--- src/rtl/tc77_pkg.sv ---
// Shared definitions for the TC77 temperature sensor reader.
// Contents: frame geometry, the reader FSM state encoding, the signed
// temperature type and the width of the phase timer.
package tc77_pkg;

    localparam int FRAME_W  = 16;
    localparam int TEMP_W   = 13;
    localparam int CONV_BIT = 2;
    localparam int TEMP_MSB = 15;
    localparam int PHASE_W  = 16;

    typedef logic signed [TEMP_W-1:0] temp_t;

    typedef enum logic [2:0] {
        ST_IDLE   = 3'd0,
        ST_SETUP  = 3'd1,
        ST_LOW    = 3'd2,
        ST_HIGH   = 3'd3,
        ST_HOLD   = 3'd4,
        ST_UPDATE = 3'd5,
        ST_WAIT   = 3'd6
    } state_t;

    // States during which the sensor chip select is asserted.
    function automatic logic cs_active(input state_t s);
        return (s == ST_SETUP) || (s == ST_LOW) || (s == ST_HIGH) || (s == ST_HOLD);
    endfunction

endpackage

--- src/rtl/tc77_sck_gen.sv ---
// Phase timer for the TC77 serial clock.
// A down-counter loaded with (phase length - 1); tick is high in the last
// cycle of the phase so the FSM can move on at the following edge.
// Ports:
//   clk      in   system clock
//   rst      in   asynchronous active-high reset
//   load     in   start a new phase this edge
//   load_val in   phase length minus one
//   tick     out  terminal count reached (last cycle of the phase)
import tc77_pkg::*;

module tc77_sck_gen (
    input  logic               clk,
    input  logic               rst,
    input  logic               load,
    input  logic [PHASE_W-1:0] load_val,
    output logic               tick
);

    logic [PHASE_W-1:0] cnt;

    always_ff @(posedge clk or posedge rst) begin
        if (rst) begin
            cnt <= '0;
        end else if (load) begin
            cnt <= load_val;
        end else if (cnt != '0) begin
            cnt <= cnt - 1'b1;
        end
    end

    assign tick = (cnt == '0);

endmodule

--- src/rtl/tc77_reader.sv ---
// Master side of the TC77 3-wire temperature sensor link. Polls the sensor
// every POLL_CYCLES, shifts in the 16-bit frame and publishes the 13-bit
// signed reading. The block never drives SIO.
// Optional feature: define TC77_OVERTEMP_EN to build the hysteretic
// over-temperature alarm; otherwise overtemp is tied low.
// Ports:
//   mclk         in   system clock
//   rst          in   asynchronous active-high reset
//   enable       in   polling runs while high
//   temp_ncs     out  sensor chip select, active low
//   temp_clk     out  sensor serial clock, idle high
//   temp_sio     in   sensor data (asynchronous, synchronized here)
//   temperature  out  last converted reading, two's complement, 0.0625 C/LSB
//   temp_valid   out  one-cycle pulse when temperature updates
//   temp_ready   out  sticky, set by the first converted reading
//   busy         out  high from chip-select fall through the update cycle
//   overtemp     out  hysteretic alarm (constant 0 unless TC77_OVERTEMP_EN)
//
// state   | meaning
// IDLE    | bus idle, waiting for enable
// SETUP   | chip select low, before first clock fall
// LOW     | serial clock low half period
// HIGH    | serial clock high half period (bit sampled on entry)
// HOLD    | chip select still low after last clock rise
// UPDATE  | chip select released, frame evaluated
// WAIT    | poll interval countdown
import tc77_pkg::*;

module tc77_reader #(
    parameter int               HALF_DIV    = 12,
    parameter int               CS_SETUP    = 4,
    parameter int               CS_HOLD     = 4,
    parameter int               POLL_CYCLES = 24_000_000,
    parameter logic [TEMP_W-1:0] OT_SET     = 13'h0280,
    parameter logic [TEMP_W-1:0] OT_CLR     = 13'h0240
) (
    input  logic              mclk,
    input  logic              rst,
    input  logic              enable,
    output logic              temp_ncs,
    output logic              temp_clk,
    input  logic              temp_sio,
    output logic [TEMP_W-1:0] temperature,
    output logic              temp_valid,
    output logic              temp_ready,
    output logic              busy,
    output logic              overtemp
);

    localparam int POLL_W = $clog2(POLL_CYCLES);

    localparam logic [PHASE_W-1:0] SETUP_LD = PHASE_W'(CS_SETUP - 1);
    localparam logic [PHASE_W-1:0] HALF_LD  = PHASE_W'(HALF_DIV - 1);
    localparam logic [PHASE_W-1:0] HOLD_LD  = PHASE_W'(CS_HOLD - 1);
    // Loaded on chip-select rise so the next frame starts exactly
    // POLL_CYCLES later.
    localparam logic [POLL_W-1:0]  POLL_LD  = POLL_W'(POLL_CYCLES - 1);

    state_t               state, state_nx;
    logic [3:0]           bit_cnt;
    logic [FRAME_W-1:0]   shreg;
    logic                 sio_s1, sio_s2;
    logic [POLL_W-1:0]    poll_cnt;
    logic                 tick;
    logic                 ph_load;
    logic [PHASE_W-1:0]   ph_val;
    logic                 frame_conv;

    assign frame_conv = shreg[CONV_BIT];

    tc77_sck_gen u_sck_gen (
        .clk      (mclk),
        .rst      (rst),
        .load     (ph_load),
        .load_val (ph_val),
        .tick     (tick)
    );

    always_ff @(posedge mclk or posedge rst) begin
        if (rst) begin
            sio_s1 <= 1'b1;
            sio_s2 <= 1'b1;
        end else begin
            sio_s1 <= temp_sio;
            sio_s2 <= sio_s1;
        end
    end

    always_comb begin
        state_nx = state;
        ph_load  = 1'b0;
        ph_val   = '0;
        case (state)
            ST_IDLE: begin
                if (enable) begin
                    state_nx = ST_SETUP;
                    ph_load  = 1'b1;
                    ph_val   = SETUP_LD;
                end
            end
            ST_SETUP: begin
                if (tick) begin
                    state_nx = ST_LOW;
                    ph_load  = 1'b1;
                    ph_val   = HALF_LD;
                end
            end
            ST_LOW: begin
                if (tick) begin
                    state_nx = ST_HIGH;
                    ph_load  = 1'b1;
                    ph_val   = HALF_LD;
                end
            end
            ST_HIGH: begin
                if (tick) begin
                    ph_load = 1'b1;
                    if (bit_cnt == 4'd15) begin
                        state_nx = ST_HOLD;
                        ph_val   = HOLD_LD;
                    end else begin
                        state_nx = ST_LOW;
                        ph_val   = HALF_LD;
                    end
                end
            end
            ST_HOLD: begin
                if (tick) state_nx = ST_UPDATE;
            end
            // enable is only looked at between frames, so a frame in
            // progress always runs to completion.
            ST_UPDATE: state_nx = enable ? ST_WAIT : ST_IDLE;
            ST_WAIT: begin
                if (!enable) begin
                    state_nx = ST_IDLE;
                end else if (poll_cnt == '0) begin
                    state_nx = ST_SETUP;
                    ph_load  = 1'b1;
                    ph_val   = SETUP_LD;
                end
            end
            default: state_nx = ST_IDLE;
        endcase
    end

    always_ff @(posedge mclk or posedge rst) begin
        if (rst) begin
            state       <= ST_IDLE;
            bit_cnt     <= '0;
            shreg       <= '0;
            poll_cnt    <= '0;
            temp_ncs    <= 1'b1;
            temp_clk    <= 1'b1;
            busy        <= 1'b0;
            temperature <= '0;
            temp_valid  <= 1'b0;
            temp_ready  <= 1'b0;
        end else begin
            state      <= state_nx;
            // Bus pins are registered from the next state so they change
            // cleanly on the same edge as the state.
            temp_ncs   <= !cs_active(state_nx);
            temp_clk   <= (state_nx != ST_LOW);
            busy       <= cs_active(state_nx) || (state_nx == ST_UPDATE);
            temp_valid <= 1'b0;

            if (state_nx == ST_SETUP) bit_cnt <= '0;
            else if (state == ST_HIGH && tick) bit_cnt <= bit_cnt + 1'b1;

            // Sample on the edge that raises the serial clock.
            if (state == ST_LOW && tick) shreg <= {shreg[FRAME_W-2:0], sio_s2};

            if (state == ST_HOLD && tick) poll_cnt <= POLL_LD;
            else if (poll_cnt != '0) poll_cnt <= poll_cnt - 1'b1;

            if (state == ST_UPDATE && frame_conv) begin
                temperature <= shreg[TEMP_MSB -: TEMP_W];
                temp_valid  <= 1'b1;
                temp_ready  <= 1'b1;
            end
        end
    end

`ifdef TC77_OVERTEMP_EN
    temp_t frame_temp;
    assign frame_temp = temp_t'(shreg[TEMP_MSB -: TEMP_W]);

    // Between the thresholds the previous alarm state is kept.
    always_ff @(posedge mclk or posedge rst) begin
        if (rst) begin
            overtemp <= 1'b0;
        end else if (state == ST_UPDATE && frame_conv) begin
            if (frame_temp >= $signed(OT_SET)) overtemp <= 1'b1;
            else if (frame_temp <= $signed(OT_CLR)) overtemp <= 1'b0;
        end
    end
`else
    assign overtemp = 1'b0;
`endif

endmodule

--- config.mk ---
export PLATFORM = sky130hd
export DESIGN_NAME = tc77_reader
export DESIGN_NICKNAME = d
export VERILOG_FILES = /design/src/rtl/tc77_pkg.sv /design/src/rtl/tc77_sck_gen.sv /design/src/rtl/tc77_reader.sv
export SDC_FILE = /design/constraint.sdc
export NUM_CORES = 1
export LEC_CHECK = 0
export ABC_CLOCK_PERIOD_IN_PS = 3500
export CAP_MARGIN = 25
export CORE_ASPECT_RATIO = 0.5
export CORE_MARGIN = 5
export CORE_UTILIZATION = 35
export CTS_BUF_LIST = sky130_fd_sc_hd__clkbuf_8
export CTS_CLUSTER_SIZE = 14
export DETAILED_ROUTE_END_ITERATION = 8
export GPL_TIMING_DRIVEN = 0
export PLACE_DENSITY_LB_ADDON = 0.12
export SETUP_SLACK_MARGIN = 0.02
export SLEW_MARGIN = 30
export SYNTH_ARGS = -nofsm -noshare
export SYNTH_HDL_FRONTEND = slang
export SYNTH_SLANG_ARGS = --single-unit
--- constraint.sdc ---
create_clock -name mclk -period 3.5 [get_ports mclk]
set_input_delay 0.7 -clock mclk [delete_from_list [all_inputs] [get_ports mclk]]
set_output_delay 0.7 -clock mclk [all_outputs]
set_load 0.03 [all_outputs]
After elaboration in Yosys (flattened, before gate mapping)
Index checks and enable logic that the tools add are counted.
{"block": "word_totals", "reg_bits": 84, "latch_bits": 0, "mem_bits_rw": 0, "romBits": 0, "input_bits": 4, "output_inout_bits": 19, "wordCells": 77, "n_memories": 0}
{"block": "classes", "add_sub_neg": 3, "n_mul": 0, "div_mod_pow": 0, "order_cmp": 0, "n_eq_ne": 13, "shifts": 0, "muxes": 29, "bitwise": 0, "reduce_logical": 19}
{"cell": "two-way mux 25 bit", "count": 2}
{"cell": "two-way mux 16 bit", "count": 2}
{"cell": "two-way mux 3 bit", "count": 9}
{"cell": "logical NOT 25 bit", "count": 1}
{"cell": "nonzero test 25 bit", "count": 1}
{"cell": "subtractor 25 x 1 -> 25 bit (second input constant)", "count": 1}
{"cell": "case mux 3 bit (7 select lines)", "count": 1}
{"cell": "two-way mux 4 bit", "count": 5}
{"cell": "logical NOT 16 bit", "count": 1}
{"cell": "case mux 4 bit (4 select lines)", "count": 1}
{"cell": "nonzero test 16 bit", "count": 1}
{"cell": "subtractor 16 x 1 -> 16 bit (second input constant)", "count": 1}
{"cell": "== test 3 bit (second input constant)", "count": 5}
{"cell": "== test 3 x 2 -> 1 bit (second input constant)", "count": 4}
{"cell": "== test 3 x 1 -> 1 bit (second input constant)", "count": 2}
{"cell": "two-way mux 2 bit", "count": 3}
{"cell": "nonzero test 2 bit", "count": 3}
{"cell": "two-way mux 1 bit", "count": 5}
{"cell": "adder 4 x 1 -> 4 bit (second input constant)", "count": 1}
{"cell": "== test 4 bit (second input constant)", "count": 1}
{"cell": "logical AND 1 bit", "count": 4}
{"cell": "logical OR 1 bit", "count": 4}
{"cell": "logical NOT 3 bit", "count": 1}
{"cell": "inequality test 3 x 2 -> 1 bit (second input constant)", "count": 1}
{"cell": "4 further kinds", "count": 4}

Logic depth before layout (Yosys ltp)
Gate-level depths: netlist of run 1.
{"block": "logic_depth", "word_depth": 9, "ltp_mapped": 10}

Modules after synthesis
A second synthesis of run 1 with hierarchy kept.
{"block": "hier_totals", "hier_cells": 369, "hier_area_um2": 4100.2}
{"mod": "tc77_reader", "n_inst": 1, "cells_per_inst": 267, "area_per_inst_um2": 3106.7, "seq_area_each_um2": 1706.6}
{"mod": "tc77_sck_gen", "n_inst": 1, "cells_per_inst": 102, "area_per_inst_um2": 993.5, "seq_area_each_um2": 400.4}

Least setup slack after synthesis of run 1
Ideal clock, no wire load.
{"block": "synth_path", "path_kind": "register to register", "startpoint": "register u_sck_gen.cnt[3]", "endpoint": "register shreg[0]", "setup_time_ns": 0.125, "t_arrival_ns": 2.175, "slack_ns": 1.201, "stages_incl_launch_ff": 8, "path_buffers": 2, "synth_period_minus_slack_ns": 2.299, "path_cell_list": "dfrtp_1 or3_4 or2_4 or2_1 buf_2 nor3_4 buf_6 mux2_2"}
{"block": "synth_between", "elab_chain_len": 2}
{"element": "start: declaration", "line": "tc77_sck_gen.sv:20", "source": "logic [PHASE_W-1:0] cnt;"}
{"element": "start signal: assignment", "line": "tc77_sck_gen.sv:26", "source": "cnt <= load_val;"}
{"element": "start signal: assignment", "line": "tc77_sck_gen.sv:28", "source": "cnt <= cnt - 1'b1;"}
{"element": "logical NOT 16 bit", "line": "tc77_sck_gen.sv:32", "source": "assign tick = (cnt == '0);"}
{"element": "logical AND 1 bit", "line": "tc77_reader.sv:171", "source": "if (state == ST_LOW && tick) shreg <= {shreg[FRAME_W-2:0], sio_s2};"}
{"element": "end signal: assignment", "line": "tc77_reader.sv:171"}
{"element": "end: declaration", "line": "tc77_reader.sv:61", "source": "logic [FRAME_W-1:0] shreg;"}
Every way passes these cells.
A chain may end at the register's enable or synchronous reset.

Worst setup path in the final report of run 1
{"block": "layout_path", "startpoint": "register u_sck_gen.cnt[10]", "endpoint": "register shreg[5]"}
The elaborated chain is that of the path after synthesis.

==> results of run 1 <==
## cells in the final DEF (no fill, tap or decap), types with 5 or more instances in the layout
cell,synthesis,layout
o21ai_0,8,8
nor2_1,37,37
nor3_1,10,10
mux2_2,28,28
inv_1,10,9
xor2_1,14,14
nand3_1,13,13
dfrtp_1,80,80
clkbuf_1,5,5
a21oi_1,7,7
xnor2_1,22,22
nand2_1,35,35
clkbuf_8,1,10
clkdlybuf4s50_1,0,21
nor4_1,11,11
or3_1,10,10
## worst max-delay path: cells and delay by family, from the launching register on
family                 cells  cell delay, ns
and+or+nand+nor            4            1.37
muxes                      1            0.34
DFF                        1            0.45
buffers and inverters      2            0.38
## layer usage
metal	track usage	wire, um	up-vias
met3	0.0417	324	10
met1	0.159	3860	1353
li1	-	-	1278
met4	0.0437	96	0
met5	0	0	-
met2	0.193	3620	34
## registers in the layout (all words and copies together) (netlist names)
signal / cells
u_sck_gen.cnt: 16
busy: 1
temperature: 13
state: 3
bit_cnt: 4
sio_s1: 1
poll_cnt: 25
temp_ready: 1
shreg: 16
sio_s2: 1
temp_valid: 1
temp_clk: 1
temp_ncs: 1
## stage by stage
| step | power, mW | util | cells | setup TNS (ns) |
|---|---|---|---|---|
| after global placement | 2.46 | 0.395 | 522 | -47.12 |
| after detailed placement | 2.52 | 0.398 | 523 | 0 |
| final | 3.29 | 0.418 | 539 | 0 |
| after global routing | 3.52 | 0.418 | 539 | 0 |
| after CTS | 3.32 | 0.418 | 539 | 0 |
| after floorplan | 2.25 | - | 356 | 0 |
## where the power goes
| group | internal (mW) | total, mW | switching (mW) |
|---|---|---|---|
| Combinational | 0.463 | 1.07 | 0.602 |
| Sequential | 1.21 | 1.44 | 0.227 |
| Clock | 0.408 | 0.783 | 0.375 |
## worst max-delay path by stage
stage                                  from    endpoint  slack (ns)  cells past startpoint
after floorplan                         rst  bit_cnt[0]        0.64                      1
after global routing      u_sck_gen.cnt[10]    shreg[5]        0.67                      7
after detailed placement  u_sck_gen.cnt[10]    shreg[4]        0.86                      7
final                     u_sck_gen.cnt[10]    shreg[5]        0.86                      7
after global placement                  rst    shreg[0]       -0.59                      2
after CTS                 u_sck_gen.cnt[10]    shreg[5]        0.84                      7
## layout make-up
type | instances | share of cell area
clock buffer | 9 | 0.0269
timing repair buffer | 22 | 0.0516
buffer | 15 | 0.0266
multi-input combinational | 247 | 0.367
inverter | 10 | 0.00924
tap | 145 | 0.0394
clock inverter | 7 | 0.0215
sequential | 84 | 0.457
## cells by family (layout without fill, tap and decap cells)
group	after synthesis	after routing	share of synthesized area
XOR/XNOR	36	36	0.0796
AO/OA/AOI/OAI	28	28	0.0480
buffers and inverters	25	63	0.0405
adder cells (fa/ha/maj)	3	3	0.00948
other	1	1	0.000947
multiplexers	29	29	0.0825
AND/OR/NAND/NOR	150	150	0.207
flip-flops	84	84	0.532
==> parameters.txt, run 1 <==
Parameter                              Value

Yosys
  Total number of yosys warnings    0
  Share of the yosys chip area belonging to registers    0.532
  Yosys cell types    52
  Post-Syn Area    0.00396 mm^2
  Net count after synthesis    roughly 360
  Top cells by count, synth    dfrtp_1, nor2_1, nand2_1
  Post-synth top flop    dfrtp_1
  Number of cells produced by synthesis    356
  Post-synthesis register bit count    84
  Dominant cell by count in the synthesized netlist    dfrtp_1
  Most area-consuming cells after synthesis    dfrtp_1, mux2_2, xnor2_1, nor2_1, nand2_1
  Number of flops mapped to enable cells by yosys    0
  Post-Synthesis Mean Instance Area    11.1 um^2
  Share of Yosys cell area claimed by the top area cell type    0.506
  Share of flip-flops with an asynchronous set or reset after synthesis    1.00
  Most area-hungry cell type in the Yosys netlist    dfrtp_1

Worst setup path
  Endpoint type of the worst setup path    register
  Worst Path Required    3.75 ns
  Type of the worst setup path    reg -> reg
  Worst-case reg-to-reg path depth    7
  Data arrival time of the worst path    between 2 and 3 ns
  R2R Path Start    u_sck_gen.cnt[10]
  CP max FO    10
  Crit-path max cell delay    0.47 ns
  Nature of the critical path startpoint    register
  Ordered list of cells on the worst path    nor4_2 -> nand4_2 -> or2_1 -> buf_2 -> nor3_4 -> buf_6 -> mux2_2
  Cell with the biggest individual delay on the critical path    nor4_2
  Worst reg2reg endpoint    shreg[5]
  Reg2reg setup slack    0.86 ns

Cells and area
  Antenna fix cells    0
  Area Overhead vs Synth    16.3%
  Footprint of the multi-input gates    0.00169 mm^2
  Proportion of layout cells with a drive suffix above 1    0.203
  Finished layout cell area    0.00461 mm^2
  Storage element area    0.00211 mm^2
  FILL cells    between 1,000 and 1,500
  Final nets    396

Route
  Vias    2,675
  Total wirelength of the detailed-routed design    slightly below 8 mm
  Number of violations reported at the end of detailed-routing iteration 0    133
  Number of search-and-repair iterations in the first detailed-routing pass    4
  ANT nets after route    0
  Residual DRC    0
  Wire length per cell    14.7 um
  Vias per Instance    about 5.0

Pwr
  Reported leakage power    2.06 nW
  Power density normalized to cell area    around 710 mW/mm^2
  Worst ir drop on vdd    291 uV

STA
  Post-route clock period utilization    0.755
  Final Hold Viols    0
  Max-slew headroom at the worst pin    0.542
  Maximum clock rate    0.378 GHz
  Shortest period the worst path allows    2.64 ns
  Count of endpoints failing setup in the final report    0
  Max Clock Skew    0.00994 ns
  Worst-case setup margin in the final layout    0.857 ns
  RSZ-0062 raised after global routing    no
  Total count of max-transition violations in the final report    0
  Tightest Pin Transition    0.680 ns
  Post-route worst hold slack    0.362 ns

Hold path
  Hold Crit Class    reg -> reg
  Worst Hold Launch    sio_s1
  WHS Path Cells    0
  End point of the worst hold path    sio_s2

Floorplanning
  IO Count    23
  Starting density of the core    0.359
  Site Rows    27
  Full die area    0.0137 mm^2
  Area of the core region    about 0.011 mm^2
  Die extent in y    85.2 um
  Die Span X    around 160 um

Global routing
  Largest net degree at the start of global routing    just under 70
  All-Layer GR Usage    0.123
  Antenna violations before repair    0
  Number of global-route vias before repair    2,830
  Aggregate global routing overflow    0
  Global-route wire length before repair    between 10 and 15 mm

Clock tree
  Num CTS Buffers    9
  CTS tree    built
  Clock root buffer master    clkbuf_8
  Number of gates resized after cts    0
  Clock transition at the register clock pins on the worst setup and hold paths after CTS    0.09 ns
  Source-to-sink clock delay at the later pin of the worst-skew pair    0.36 ns
  Number of setup buffers added after CTS    0
  Number of H-tree branching levels    3
  Maximum root-to-sink buffer count    2
  Number of clock sinks    84
  Count of hold-fix buffers inserted at cts    0

Placed design
  Global placer's final weighted congestion    between 0.8 and 0.9
  Placement Setup Slack    ~0.86 ns
  IO buf count    21
  Detailed Place HPWL    around 5.5 mm
  Placed cell area    around 0.0044 mm^2

Run
  Max capacitance violation total    0

Run status
  Result of the run    complete, no violations
No activity file was read; power rests on OpenSTA's default activity.
==> run 2: changes to the inputs <==
--- a/config.mk
+++ b/config.mk
@@ -5,7 +5,7 @@
 export SDC_FILE = /design/constraint.sdc
 export NUM_CORES = 1
 export LEC_CHECK = 0
-export ABC_CLOCK_PERIOD_IN_PS = 3500
+export ABC_CLOCK_PERIOD_IN_PS = 2200
 export CAP_MARGIN = 25
 export CORE_ASPECT_RATIO = 0.5
 export CORE_MARGIN = 5
==> constraint.sdc (replaced) <==
create_clock -name mclk -period 2.2 [get_ports mclk]
set_input_delay 0.44 -clock mclk [delete_from_list [all_inputs] [get_ports mclk]]
set_output_delay 0.44 -clock mclk [all_outputs]
set_load 0.03 [all_outputs]
==> run 2 against run 1 <==
  * The flow now finishes with violations (setup timing)
  * Combinational power increased by 140%
  * Highest routed layer unchanged
  * Die area unchanged
  * First-iteration DRC count decreased by 2.3%
  * Sequential share of layout area decreased by 6.1 points
  * Critical path type unchanged
  * Critical endpoint is now shreg[1]
  * Clock skew increased by 0.0012 ns
==> parameters.txt, run 2 (synthesized netlist as in run 1, its figures left out) <==
Parameter                              Value

Run status
  Result of the run    finished with violations
  Violated checks    setup timing

Pwr
  Net switching fraction of the power    0.376 (+0.0101)
  Worst ir drop on vdd    356 uV (+22%)
  Switching Power    2.24 mW (+86%)
  Combinational fraction of design power    0.430 (+0.106)
  Design Power    5.95 mW (+81%)
  Part of the total power dissipated in the clock network    0.187 (-0.051)
  Power density normalized to cell area    1120 mW/mm^2 (+57%)
  Internal power consumption    3.71 mW (+78%)
  Reported leakage power    2.32 nW (+13%)
  Sequential power share    0.383 (-0.054)

Worst setup path
  Data arrival time of the worst path    2.53 ns (-0.36 ns)
  Endpoint type of the worst setup path    register
  Type of the worst setup path    reg -> reg
  CP max FO    5 (-5)
  Cell class contributing the biggest share of worst-path delay    simple AND/OR/NAND/NOR gates
  Crit-path max cell delay    0.42 ns (-0.05 ns)
  Critical path buffers and inverters    3 (+1)
  Nature of the critical path startpoint    register
  Worst Path Required    2.45 ns (-1.30 ns)
  Cell with the biggest individual delay on the critical path    or3_4
  Stages on the worst setup path    8 (+1)
  Worst-case reg-to-reg path depth    8 (+1)
  Ordered list of cells on the worst path    or3_4 -> or2_4 -> or2_1 -> buf_6 -> nor3_4 -> buf_12 -> buf_8 -> mux2_4

STA
  Max Clock Skew    0.0112 ns (+0.00121 ns)
  Max-slew headroom at the worst pin    0.524 (-0.0180)
  Maximum clock rate    0.438 GHz (+16%)
  Worst-case setup margin in the final layout    -0.0839 ns (-0.941 ns)
  Shortest period the worst path allows    2.28 ns (-0.359 ns)
  Tightest Pin Transition    0.708 ns (+0.0277 ns)
  Post-route clock period utilization    1.04 (+0.283)
  Final Hold Viols    0 (unchanged)
  RSZ-0062 raised after global routing    yes
  Total count of max-transition violations in the final report    0 (unchanged)
  Count of endpoints failing setup in the final report    18 (+18)
  Post-route worst hold slack    0.361 ns (-0.00156 ns)

Route
  Total wirelength of the detailed-routed design    8.65 mm (+9.5%)
  Number of violations reported at the end of detailed-routing iteration 0    130 (-2.3%)
  ANT nets after route    0 (unchanged)
  Wire length per cell    15.0 um (+2.1%)
  Number of search-and-repair iterations in the first detailed-routing pass    4 (unchanged)
  Vias    2,850 (+6.5%)
  Vias per Instance    4.93 (-0.65%)
  Residual DRC    0 (unchanged)

Clock tree
  Clock root buffer master    clkbuf_8
  Count of hold-fix buffers inserted at cts    0 (unchanged)
  Clock transition at the register clock pins on the worst setup and hold paths after CTS    0.09 ns (about the same)
  Num CTS Buffers    9 (unchanged)
  Number of clock sinks    84 (unchanged)
  Number of H-tree branching levels    3 (unchanged)
  CTS tree    built
  Source-to-sink clock delay at the later pin of the worst-skew pair    0.37 ns (about the same)
  Maximum root-to-sink buffer count    2 (unchanged)

Cells and area
  Most common cell after layout, fill and taps aside    dfrtp_1
  Register bank with the most flops    poll_cnt
  Antenna fix cells    0 (unchanged)
  Registers with the most flip-flops    poll_cnt: 25 flops, shreg: 16 flops, u_sck_gen.cnt: 16 flops
  Most frequent cells in the layout    dfrtp_1, nand2_1, buf_4
  FILL cells    993 (-5.7%)
  Number of flip-flops in the largest register    25 (unchanged)
  Storage element area    0.00211 mm^2 (about the same)
  Final nets    435 (+9.8%)
  Footprint of the multi-input gates    0.00201 mm^2 (+19%)
  Proportion of layout cells with a drive suffix above 1    0.363 (+0.160)
  Area Overhead vs Synth    34.4%

Floorplanning
  Die Span X    160 um (unchanged)
  Die extent in y    85.2 um (unchanged)
  Starting density of the core    0.359 (unchanged)
  IO Count    23 (unchanged)
  Area of the core region    0.0110 mm^2 (unchanged)
  Site Rows    27 (unchanged)
  Full die area    0.0137 mm^2 (unchanged)

Placed design
  Detailed Place HPWL    5.51 mm (-0.71%)
  Global placer's final weighted congestion    0.808 (-1.7%)
  Placement Setup Slack    -0.411 ns (-1.27 ns)
  IO buf count    21 (unchanged)

Global routing
  Global-route wire length before repair    14.8 mm (+7.8%)
  All-Layer GR Usage    0.133 (+0.0101)
  Number of global-route vias before repair    2,985 (+5.5%)
  Antenna violations before repair    0 (unchanged)
  Largest net degree at the start of global routing    30 (-56%)
  Aggregate global routing overflow    0 (unchanged)

Hold path
  Hold Crit Class    reg -> reg
  WHS Path Cells    0 (unchanged)

Run
  Max capacitance violation total    0 (unchanged)
-- run 2: worst register-to-register path, stage by stage, from the launching register on --
cell     delay, ns
dfrtp_1       0.40
or3_4         0.42
or2_4         0.27
or2_1         0.22
buf_6         0.13
nor3_4        0.14
buf_12        0.16
buf_8         0.13
mux2_4        0.30
-- run 2: power groups by stage --
stage | clock network [mW] | registers, mW | logic (mW)
2_1_floorplan | 0 | 2.28 | 1.31
4_1_cts | 1.14 | 2.25 | 2.15
3_5_place_dp | 0 | 2.30 | 1.69
6_report | 1.11 | 2.28 | 2.56
5_1_grt | 1.21 | 2.33 | 2.81
3_3_place_gp | 0 | 2.28 | 1.64
-- run 2: final timing paths --
kind,startpoint,endpoint,slack [ns]
setup / recovery,u_sck_gen.cnt[2],shreg[1],-0.08
hold / removal,sio_s1,sio_s2,0.36
setup reg to reg,u_sck_gen.cnt[2],shreg[1],-0.08
hold reg to reg,sio_s1,sio_s2,0.36
max in group asynchronous,rst,u_sck_gen.cnt[11],1.12
min in group asynchronous,rst,bit_cnt[0],0.41
-- run 2: area by class of cell --
| cell class | instances | area share |
|---|---|---|
| sequential | 84 | 0.396 |
| multi-input combinational | 247 | 0.378 |
| timing repair buffer | 62 | 0.118 |
| tap | 145 | 0.0341 |
| buffer | 14 | 0.0287 |
| clock buffer | 9 | 0.0233 |
| clock inverter | 7 | 0.0132 |
| inverter | 10 | 0.00776 |
-- run 2: through the flow --
step	cell area, um^2	utilization	cells	setup TNS (ns)
after floorplan	3970	-	356	-0.962
after global placement	4360	0.396	522	-19.96
after detailed placement	4440	0.403	525	-12.89
after CTS	5010	0.455	568	-1.57
after global routing	5320	0.483	578	-3.54
final	5320	0.483	578	-1.16
-- run 2: layer usage --
| metal | wire (um) | vias up | GRT usage | part of all wire |
|---|---|---|---|---|
| met2 | 4100 | 35 | 0.207 | 0.47 |
| li1 | - | 1350 | - | - |
| met4 | 131 | 0 | 0.0492 | 0.015 |
| met3 | 295 | 15 | 0.0412 | 0.034 |
| met1 | 4130 | 1450 | 0.175 | 0.48 |
| met5 | 0 | - | 0 | 0 |
-- run 2: timing repair --
item	in CTS	in global routing
hold endpoints to repair	0	0
pin swaps	21	17
cloned	2	0
endpoints found under the setup margin	59	64
setup buffers	26	10
resized for setup	39	56
==> run 3: changes to the inputs <==
--- a/config.mk
+++ b/config.mk
@@ -11,7 +11,7 @@
 export CORE_MARGIN = 5
 export CORE_UTILIZATION = 35
 export CTS_BUF_LIST = sky130_fd_sc_hd__clkbuf_8
-export CTS_CLUSTER_SIZE = 14
+export CTS_CLUSTER_SIZE = 16
 export DETAILED_ROUTE_END_ITERATION = 8
 export GPL_TIMING_DRIVEN = 0
 export PLACE_DENSITY_LB_ADDON = 0.12
==> results of run 3 <==
No change in the layout: final DEF, timing and power equal those of run 2.
